==> src/rtl/lampfpu_addsub_arbiter.sv <==
// rtl/lampfpu_addsub_arbiter.sv - round-robin share of one bf16 add/sub unit with tag pipe and credited response FIFO
module lampfpu_addsub_arbiter #(
  parameter int N_REQ     = 4,
  parameter int LAT       = 2,
  parameter int RSP_DEPTH = 4,
  parameter int ID_W      = $clog2(N_REQ)
) (
  input  logic                clk,
  input  logic                rst_n,
  input  logic [N_REQ-1:0]    req_valid_i,
  output logic [N_REQ-1:0]    req_ready_o,
  input  logic [N_REQ*16-1:0] req_op1_i,
  input  logic [N_REQ*16-1:0] req_op2_i,
  input  logic [N_REQ-1:0]    req_isSub_i,
  output logic                fu_doAddSub_o,
  output logic                fu_isOpSub_o,
  output logic [15:0]         fu_op1_o,
  output logic [15:0]         fu_op2_o,
  input  logic                fu_valid_i,
  input  logic [15:0]         fu_res_i,
  input  logic [1:0]          fu_flags_i,
  output logic                rsp_valid_o,
  input  logic                rsp_ready_i,
  output logic [ID_W-1:0]     rsp_id_o,
  output logic [15:0]         rsp_res_o,
  output logic [1:0]          rsp_flags_o,
  output logic                err_o
);
  localparam int AW = $clog2(RSP_DEPTH);
  localparam int CW = $clog2(RSP_DEPTH + 1);
  localparam int EW = ID_W + 18;

  logic [ID_W-1:0] rrPtr;
  logic [ID_W-1:0] grantId;
  logic [ID_W-1:0] scanIdx;
  logic [ID_W-1:0] fuId;
  logic [CW-1:0]   cnt;
  logic            found;
  logic            canIssue;
  logic            handshake;

  // Rotating priority search starting at rrPtr.
  always_comb begin
    found   = 1'b0;
    grantId = '0;
    scanIdx = '0;
    for (int i = 0; i < N_REQ; i++) begin
      scanIdx = ID_W'((int'(rrPtr) + i) % N_REQ);
      if (!found && req_valid_i[scanIdx]) begin
        found   = 1'b1;
        grantId = scanIdx;
      end
    end
  end

  assign canIssue    = (cnt < CW'(RSP_DEPTH));
  assign handshake   = canIssue & found;
  assign req_ready_o = handshake ? (N_REQ'(1) << grantId) : '0;

  always_ff @(posedge clk) begin
    if (!rst_n) begin
      fu_doAddSub_o <= 1'b0;
      fu_isOpSub_o  <= 1'b0;
      fu_op1_o      <= '0;
      fu_op2_o      <= '0;
      fuId          <= '0;
      rrPtr         <= '0;
    end else if (handshake) begin
      fu_doAddSub_o <= 1'b1;
      fu_isOpSub_o  <= req_isSub_i[grantId];
      fu_op1_o      <= req_op1_i[{grantId, 4'b0000} +: 16];
      fu_op2_o      <= req_op2_i[{grantId, 4'b0000} +: 16];
      fuId          <= grantId;
      rrPtr         <= (grantId == ID_W'(N_REQ - 1)) ? '0 : grantId + ID_W'(1);
    end else begin
      fu_doAddSub_o <= 1'b0;
    end
  end

  logic [LAT-1:0]  tagValid;
  logic [ID_W-1:0] tagId [LAT];

  always_ff @(posedge clk) begin
    if (!rst_n) begin
      tagValid <= '0;
      for (int i = 0; i < LAT; i++) tagId[i] <= '0;
    end else begin
      tagValid[0] <= fu_doAddSub_o;
      tagId[0]    <= fuId;
      for (int i = 1; i < LAT; i++) begin
        tagValid[i] <= tagValid[i-1];
        tagId[i]    <= tagId[i-1];
      end
    end
  end

  logic [AW:0]   wrPtr;
  logic [AW:0]   rdPtr;
  logic [EW-1:0] mem [RSP_DEPTH];
  logic          empty;
  logic          full;
  logic          tagOut;
  logic          push;
  logic          pop;
  logic          protoErr;

  assign empty    = (wrPtr == rdPtr);
  assign full     = ((wrPtr ^ rdPtr) == {1'b1, {AW{1'b0}}});
  assign tagOut   = tagValid[LAT-1];
  assign push     = fu_valid_i & tagOut & ~full;
  assign pop      = ~empty & rsp_ready_i;
  // A result without a tag, a tag without a result, or an overfull push all flag the protocol.
  assign protoErr = (fu_valid_i ^ tagOut) | (fu_valid_i & tagOut & full);

  always_ff @(posedge clk) begin
    if (!rst_n) begin
      wrPtr <= '0;
      rdPtr <= '0;
      cnt   <= '0;
      err_o <= 1'b0;
      for (int i = 0; i < RSP_DEPTH; i++) mem[i] <= '0;
    end else begin
      if (push) begin
        mem[wrPtr[AW-1:0]] <= {tagId[LAT-1], fu_res_i, fu_flags_i};
        wrPtr              <= wrPtr + (AW+1)'(1);
      end
      if (pop) rdPtr <= rdPtr + (AW+1)'(1);
      if (protoErr) err_o <= 1'b1;
      case ({handshake, pop})
        2'b10:   cnt <= cnt + CW'(1);
        2'b01:   cnt <= cnt - CW'(1);
        default: cnt <= cnt;
      endcase
    end
  end

  assign rsp_valid_o = ~empty;
  assign {rsp_id_o, rsp_res_o, rsp_flags_o} = empty ? '0 : mem[rdPtr[AW-1:0]];

endmodule

==> config.mk <==
export PLATFORM = sky130hd
export DESIGN_NAME = lampfpu_addsub_arbiter
export DESIGN_NICKNAME = d
export VERILOG_FILES = /design/src/rtl/lampfpu_addsub_arbiter.sv
export SDC_FILE = /design/constraint.sdc
export NUM_CORES = 1
export LEC_CHECK = 0
export ABC_CLOCK_PERIOD_IN_PS = 3400
export BUFFER_PORTS_ARGS = -buffer_cell sky130_fd_sc_hd__buf_2
export CORE_UTILIZATION = 40
export DETAILED_ROUTE_END_ITERATION = 12
export SETUP_SLACK_MARGIN = 0.1
export SLEW_MARGIN = 0
export SYNTH_ARGS = -nofsm -noshare
export SYNTH_HDL_FRONTEND = slang
export SYNTH_SLANG_ARGS = --single-unit
==> constraint.sdc <==
create_clock -name clk -period 3.4 [get_ports clk]
set_input_delay 0.34 -clock clk [delete_from_list [all_inputs] [get_ports clk]]
set_output_delay 0.34 -clock clk [all_outputs]
set_load 0.03 [all_outputs]
==> flow_metrics.tcl, run 1 <==
set metrics [dict create \
    clock_sinks 136 \
    dp_hpwl_um 13000 \
    fmax_mhz 361 \
    finalSetupTns_ns 0 \
    num-nets-final 979 \
    io_pins 218 \
    cts_setup_buffers 0 \
    first_iter_violations 155 \
    ant_nets 0 \
    max_slew_margin 0.498 \
    hold_end "fu_op2_o[9]" \
    clock_latency_ns 0.41 \
    hold_buffers 0 \
    dr_total_vias 5548 \
    grt-ovfl-total 0 \
    post_cts_resized 0 \
    hold_viol_final 0 \
    timing.final.crit_share 0.814 \
    ys_types 49 \
    busiest_layer "met2" \
    die_y_um 136 \
    drc 0 \
    required_ns 3.06 \
    grt_usage 0.210 \
    first_pass_iters 5 \
    start_kind "flop" \
    htree_levels 4 \
    r2r-end "mem[0][14]" \
    port_buffers 217 \
    wl_um 18800 \
    grt_max_degree 34 \
    synth_top_flop_cell "edfxtp_1" \
    avgSynthCellArea_um2 11.7 \
    worst-r2r-setup-slack_ns 0.90 \
    netlist_area_mm2 0.00714 \
    placed_cell_area_mm2 0.00837 \
    whs_ns 0.221 \
    syn_inst 609 \
    grt_pass1_vias 5925 \
    grt_pass1_wl_um 29300 \
    status "finished, final reports clean" \
    core-area_mm2 0.0174 \
    ff2ff_path_depth 6 \
    rr_startpoint "wrPtr[0]" \
    die_w_um 136 \
    met2_usage 0.372 \
    power_density_mw_per_mm2 595 \
    cts_tree "yes" \
    finalInstanceArea_mm2 0.00892 \
    crit_type "reg -> out" \
    clock_path_buffers 2 \
    vdd_drop_max_v 0.000359 \
    critPathBufInv 2 \
    ys_seq_area_frac 0.493 \
    min_path_type "in -> reg" \
    rsz0062_at_grt "false" \
    syn_to_final_growth_pct 24.9 \
    max-cap-violations 0 \
    met1_usage 0.237 \
    worst_slew_pin_slew_ns 0.753 \
    synthArstFlopShare 0 \
    period_minus_slack_ns 2.77 \
    finalSetupViolCount 0 \
    dieArea_mm2 0.0184 \
    drive_above_1_share 0.400 \
    clockRootBuffer "clkbuf_16" \
    crit_family "compound AO/OA/AOI/OAI gates" \
    num-fill-cells 1526 \
    worstHoldStart "req_op2_i[57]" \
    yosys_warnings 0 \
    crit_arrival_ns 2.43 \
    start_util 0.412 \
    antenna_found_initial 1 \
    max_stage_delay_ns 0.51 \
    cts_buffers 17 \
    finClkSkew_ns 0.00652 \
    routabilityCongestion 0.818 \
    vias_per_cell 5.28 \
    crit_fanout 11 \
    rows 48 \
    use_met3 0.0490 \
    critical_path.slowest_cell "o22a_1" \
    end_kind "primary output" \
    syn_nets 776 \
    layout_commonest_cell "buf_2" \
    min_path_cells 3 \
    final_cell_mix "217 x buf_2, 113 x and2_1, 80 x edfxtp_1" \
    synth_edf_count 80 \
    crit_chain "a21o_1 > a21boi_0 > o22a_1 > inv_1 > ha_1 > and3_1 > buf_2" \
    drv_slew 0 \
    clk_pin_slew_worst_paths_ns 0.06 \
    total_leakage_power_nw 3.99 \
    synth-seq-cells 136 \
    avgRoutedWirePerCell_um 17.9 \
]
==> cell families (layout without fill, tap and decap cells) <==
| kind of cell | Yosys count | count (layout) | synth area share |
|---|---|---|---|
| compound gates | 115 | 115 | 0.135 |
| flops | 136 | 136 | 0.493 |
| other cells | 0 | 1 | 0 |
| fa+ha+maj | 9 | 9 | 0.0168 |
| buf+inv | 60 | 275 | 0.0473 |
| simple gates | 226 | 226 | 0.186 |
| mux | 54 | 54 | 0.111 |
| xor+xnor | 9 | 9 | 0.0110 |
==> worst reg2reg max path, cell delays in order (launching register included) <==
cell and delay (ns):
dfxtp_1 0.47, xnor2_1 0.13, nand3_1 0.18, and3_1 0.68
nor3b_2 0.30, nand2b_1 0.12, buf_4 0.29
==> power by group <==
group	switching, W	total (W)	internal, W
clock	0.000715	0.00172	0.00100
sequential	0.000106	0.00204	0.00193
combinational	0.000981	0.00155	0.000569
==> per-layer routing <==
layer  up-vias  wire length [µm]
li1       2615                 -
met3        31              1070
met1      2685              7460
met5         -                 0
met4         0               420
met2       217              9830
==> sequential cells by signal (all words and copies together) (netlist names), named ones only <==
register	count
fu_doAddSub_o	1
tagId	4
fu_isOpSub_o	1
fuId	2
fu_op1_o	16
cnt	3
tagValid	2
rrPtr	2
err_o	1
wrPtr	3
fu_op2_o	16
mem	80
rdPtr	3
==> synth_stat cells (8+ instances only) <==
| cell type | n | area, µm² |
|---|---|---|
| a211o_1 | 34 | 298 |
| and2_1 | 113 | 707 |
| buf_2 | 10 | 50.1 |
| clkbuf_1 | 27 | 101 |
| dfxtp_1 | 56 | 1120 |
| edfxtp_1 | 80 | 2400 |
| ha_1 | 8 | 100 |
| mux2i_1 | 34 | 340 |
| mux4_2 | 20 | 450 |
| nand2_1 | 39 | 146 |
| nand3_1 | 37 | 185 |
| o211ai_2 | 30 | 375 |
| o21ai_0 | 37 | 185 |
==> area by class of cell <==
type | instances | area [µm²] | share of cell area
Tap cell | 225 | 282 | 0.0316
Inverter | 9 | 38.8 | 0.00435
Multi-Input combinational cell | 413 | 3290 | 0.369
Clock buffer | 17 | 425 | 0.0477
Clock inverter | 14 | 126 | 0.0142
Sequential cell | 136 | 3520 | 0.395
Timing Repair Buffer | 235 | 1230 | 0.138
Antenna cell | 1 | 2.50 | 0.000280
==> how the worst max path moves through the flow <==
| stage | end | cells past startpoint | startpoint | slack [ns] |
|---|---|---|---|---|
| after floorplan | mem[3][0] | 4 | wrPtr[0] | 0.73 |
| after global placement | cnt[2] | 10 | req_valid_i[1] | 0.82 |
| after detailed placement | cnt[2] | 10 | req_valid_i[1] | 0.77 |
| after CTS | req_ready_o[0] | 7 | rrPtr[1] | 0.63 |
| after global routing | req_ready_o[0] | 7 | rrPtr[1] | 0.50 |
| final | req_ready_o[0] | 7 | rrPtr[1] | 0.63 |
==> through the flow <==
step | std cells | worst slack [ns] | total power, W | utilization
floorplan | 609 | 0.728 | 0.00318 | -
global placement | 1018 | 0.823 | 0.00358 | 0.482
detailed placement | 1018 | 0.771 | 0.00362 | 0.482
CTS | 1049 | 0.634 | 0.00536 | 0.514
global route | 1050 | 0.496 | 0.00554 | 0.514
finish | 1050 | 0.634 | 0.00531 | 0.514
(Power assumes the default switching activity.)
==> run 2, diff against run 1 <==
ABC_CLOCK_PERIOD_IN_PS = 2700   (was 3400)
clock period = 2.7 ns   (was 3.4 ns; I/O delays follow)
==> flow_metrics.tcl, run 2 (synthesized netlist as in run 1, its figures left out) <==
set metrics [dict create \
    crit_type "reg -> out" \
    p_clk_frac 0.329 \
    core-area_mm2 0.0174 \
    clockRootBuffer "clkbuf_16" \
    dr_total_vias 5567 \
    hold_end "fu_op2_o[14]" \
    cts_tree "yes" \
    die_y_um 136 \
    finalSetupViolCount 0 \
    largest_register_ffs 80 \
    routabilityCongestion 0.847 \
    clk_pin_slew_worst_paths_ns 0.06 \
    dp_hpwl_um 12600 \
    rr_startpoint "wrPtr[0]" \
    cts_buffers 17 \
    max_slew_margin 0.607 \
    clock_sinks 136 \
    r2r-end "cnt[2]" \
    end_kind "primary output" \
    reg_top3 "mem (80), fu_op1_o (16), fu_op2_o (16)" \
    crit_arrival_ns 2.08 \
    required_ns 2.43 \
    regMostFlops "mem" \
    p_sw_frac 0.331 \
    first_pass_iters 5 \
    layout_commonest_cell "buf_2" \
    p_int_w 0.00450 \
    worstHoldStart "req_op2_i[46]" \
    grt_pass1_wl_um 28400 \
    syn_to_final_growth_pct 25.8 \
    finalSetupTns_ns 0 \
    timing.final.crit_share 0.872 \
    period_minus_slack_ns 2.35 \
    die_w_um 136 \
    wl_um 18400 \
    power_density_mw_per_mm2 749 \
    max-cap-violations 0 \
    comb_power_share 0.290 \
    dieArea_mm2 0.0184 \
    min_path_type "in -> reg" \
    finClkSkew_ns 0.00815 \
    wl_met1_um 7190 \
    worst_slew_pin_slew_ns 0.589 \
    drive_above_1_share 0.405 \
    first_iter_violations 272 \
    htree_levels 4 \
    final_cell_mix "217 x buf_2, 113 x and2_1, 80 x edfxtp_1" \
    drc 0 \
    p_sw_w 0.00223 \
    avgRoutedWirePerCell_um 17.5 \
    grt_usage 0.204 \
    hold_viol_final 0 \
    p_total_w 0.00673 \
    io_pins 218 \
    min_path_cells 3 \
    fin_cells 1053 \
    port_buffers 217 \
    rsz0062_at_grt "false" \
    utilization 0.518 \
    clock_path_buffers 2 \
    worst-r2r-setup-slack_ns 0.39 \
    grt-ovfl-total 0 \
    grt_max_degree 34 \
    status "finished, final reports clean" \
    vias_per_cell 5.29 \
    ant_nets 0 \
    total_leakage_power_nw 4.03 \
    clock_latency_ns 0.42 \
    drv_slew 0 \
    wl_met2_um 9710 \
    seqPwrFrac 0.381 \
    vdd_drop_max_v 0.000484 \
    antenna_found_initial 0 \
    dp.cells 1022 \
    start_util 0.412 \
    fmax_mhz 425 \
    wl_met3_um 1150 \
    top_layer "met4" \
    grt_pass1_vias 5633 \
    start_kind "flop" \
    crit_fanout 9 \
    antenna_cells 0 \
    num-nets-final 983 \
    rows 48 \
    ff2ff_path_depth 9 \
]
run 2: cell types whose count changed in the layout (fill, tap and decap cells not counted), sizes merged:
cell,previous run,this run
buf,235,239
bufinv,1,2
inv,11,9
clkinv,8,10
diode,1,0
clkinvlp,3,2
run 2: worst max-delay path: stages (launching register included):
cell and delay, ns:
dfxtp_1 0.41, a21o_1 0.19, a21boi_0 0.18, o22a_2 0.29, inv_1 0.09, ha_1 0.17, and3_1 0.16, buf_2 0.18
run 2: timing repair:
action	in CTS	in global routing
endpoints found under the setup margin	0	2
resized for setup	0	1
hold buffers	0	0
buffers inserted	0	0
run 2: cell type report:
cell class	instances	area, µm²
tap	225	282
multi-input combinational	413	3290
inverter	9	38.8
timing repair buffer	239	1290
clock buffer	17	425
fill	1553	8370
sequential	136	3520
clock inverter	14	134
run 2: worst max-delay path by stage:
stage                              start  slack [ns]        endpoint
final                           rrPtr[1]        0.35  req_ready_o[1]
after global placement    req_valid_i[1]        0.21          cnt[2]
after global routing            wrPtr[1]        0.14          cnt[2]
after floorplan           req_valid_i[1]        0.33          cnt[2]
after detailed placement  req_valid_i[1]        0.11          cnt[2]
after CTS                       rrPtr[1]        0.16  req_ready_o[1]
run 2: per-stage QoR:
stage	hold slack (ns)	area (µm²)	setup WS (ns)
CTS	0.129	8980	0.160
global placement	0.419	8420	0.212
global route	0.126	8980	0.140
detailed placement	0.423	8420	0.115
finish	0.144	8980	0.346
floorplan	0.412	7140	0.325
run 2: routing by layer:
metal,up-vias,global-route usage
met3,24,0.0557
met1,2695,0.231
li1,2630,-
met4,0,0.0787
met5,-,0
met2,218,0.364
run 2: power groups by stage:
stage,clock network (W),logic (W),registers [W]
finish,0.00222,0.00195,0.00256
global route,0.00234,0.00210,0.00259
CTS,0.00226,0.00196,0.00256
detailed placement,0,0.00196,0.00260
global placement,0,0.00192,0.00259
floorplan,0,0.00113,0.00287
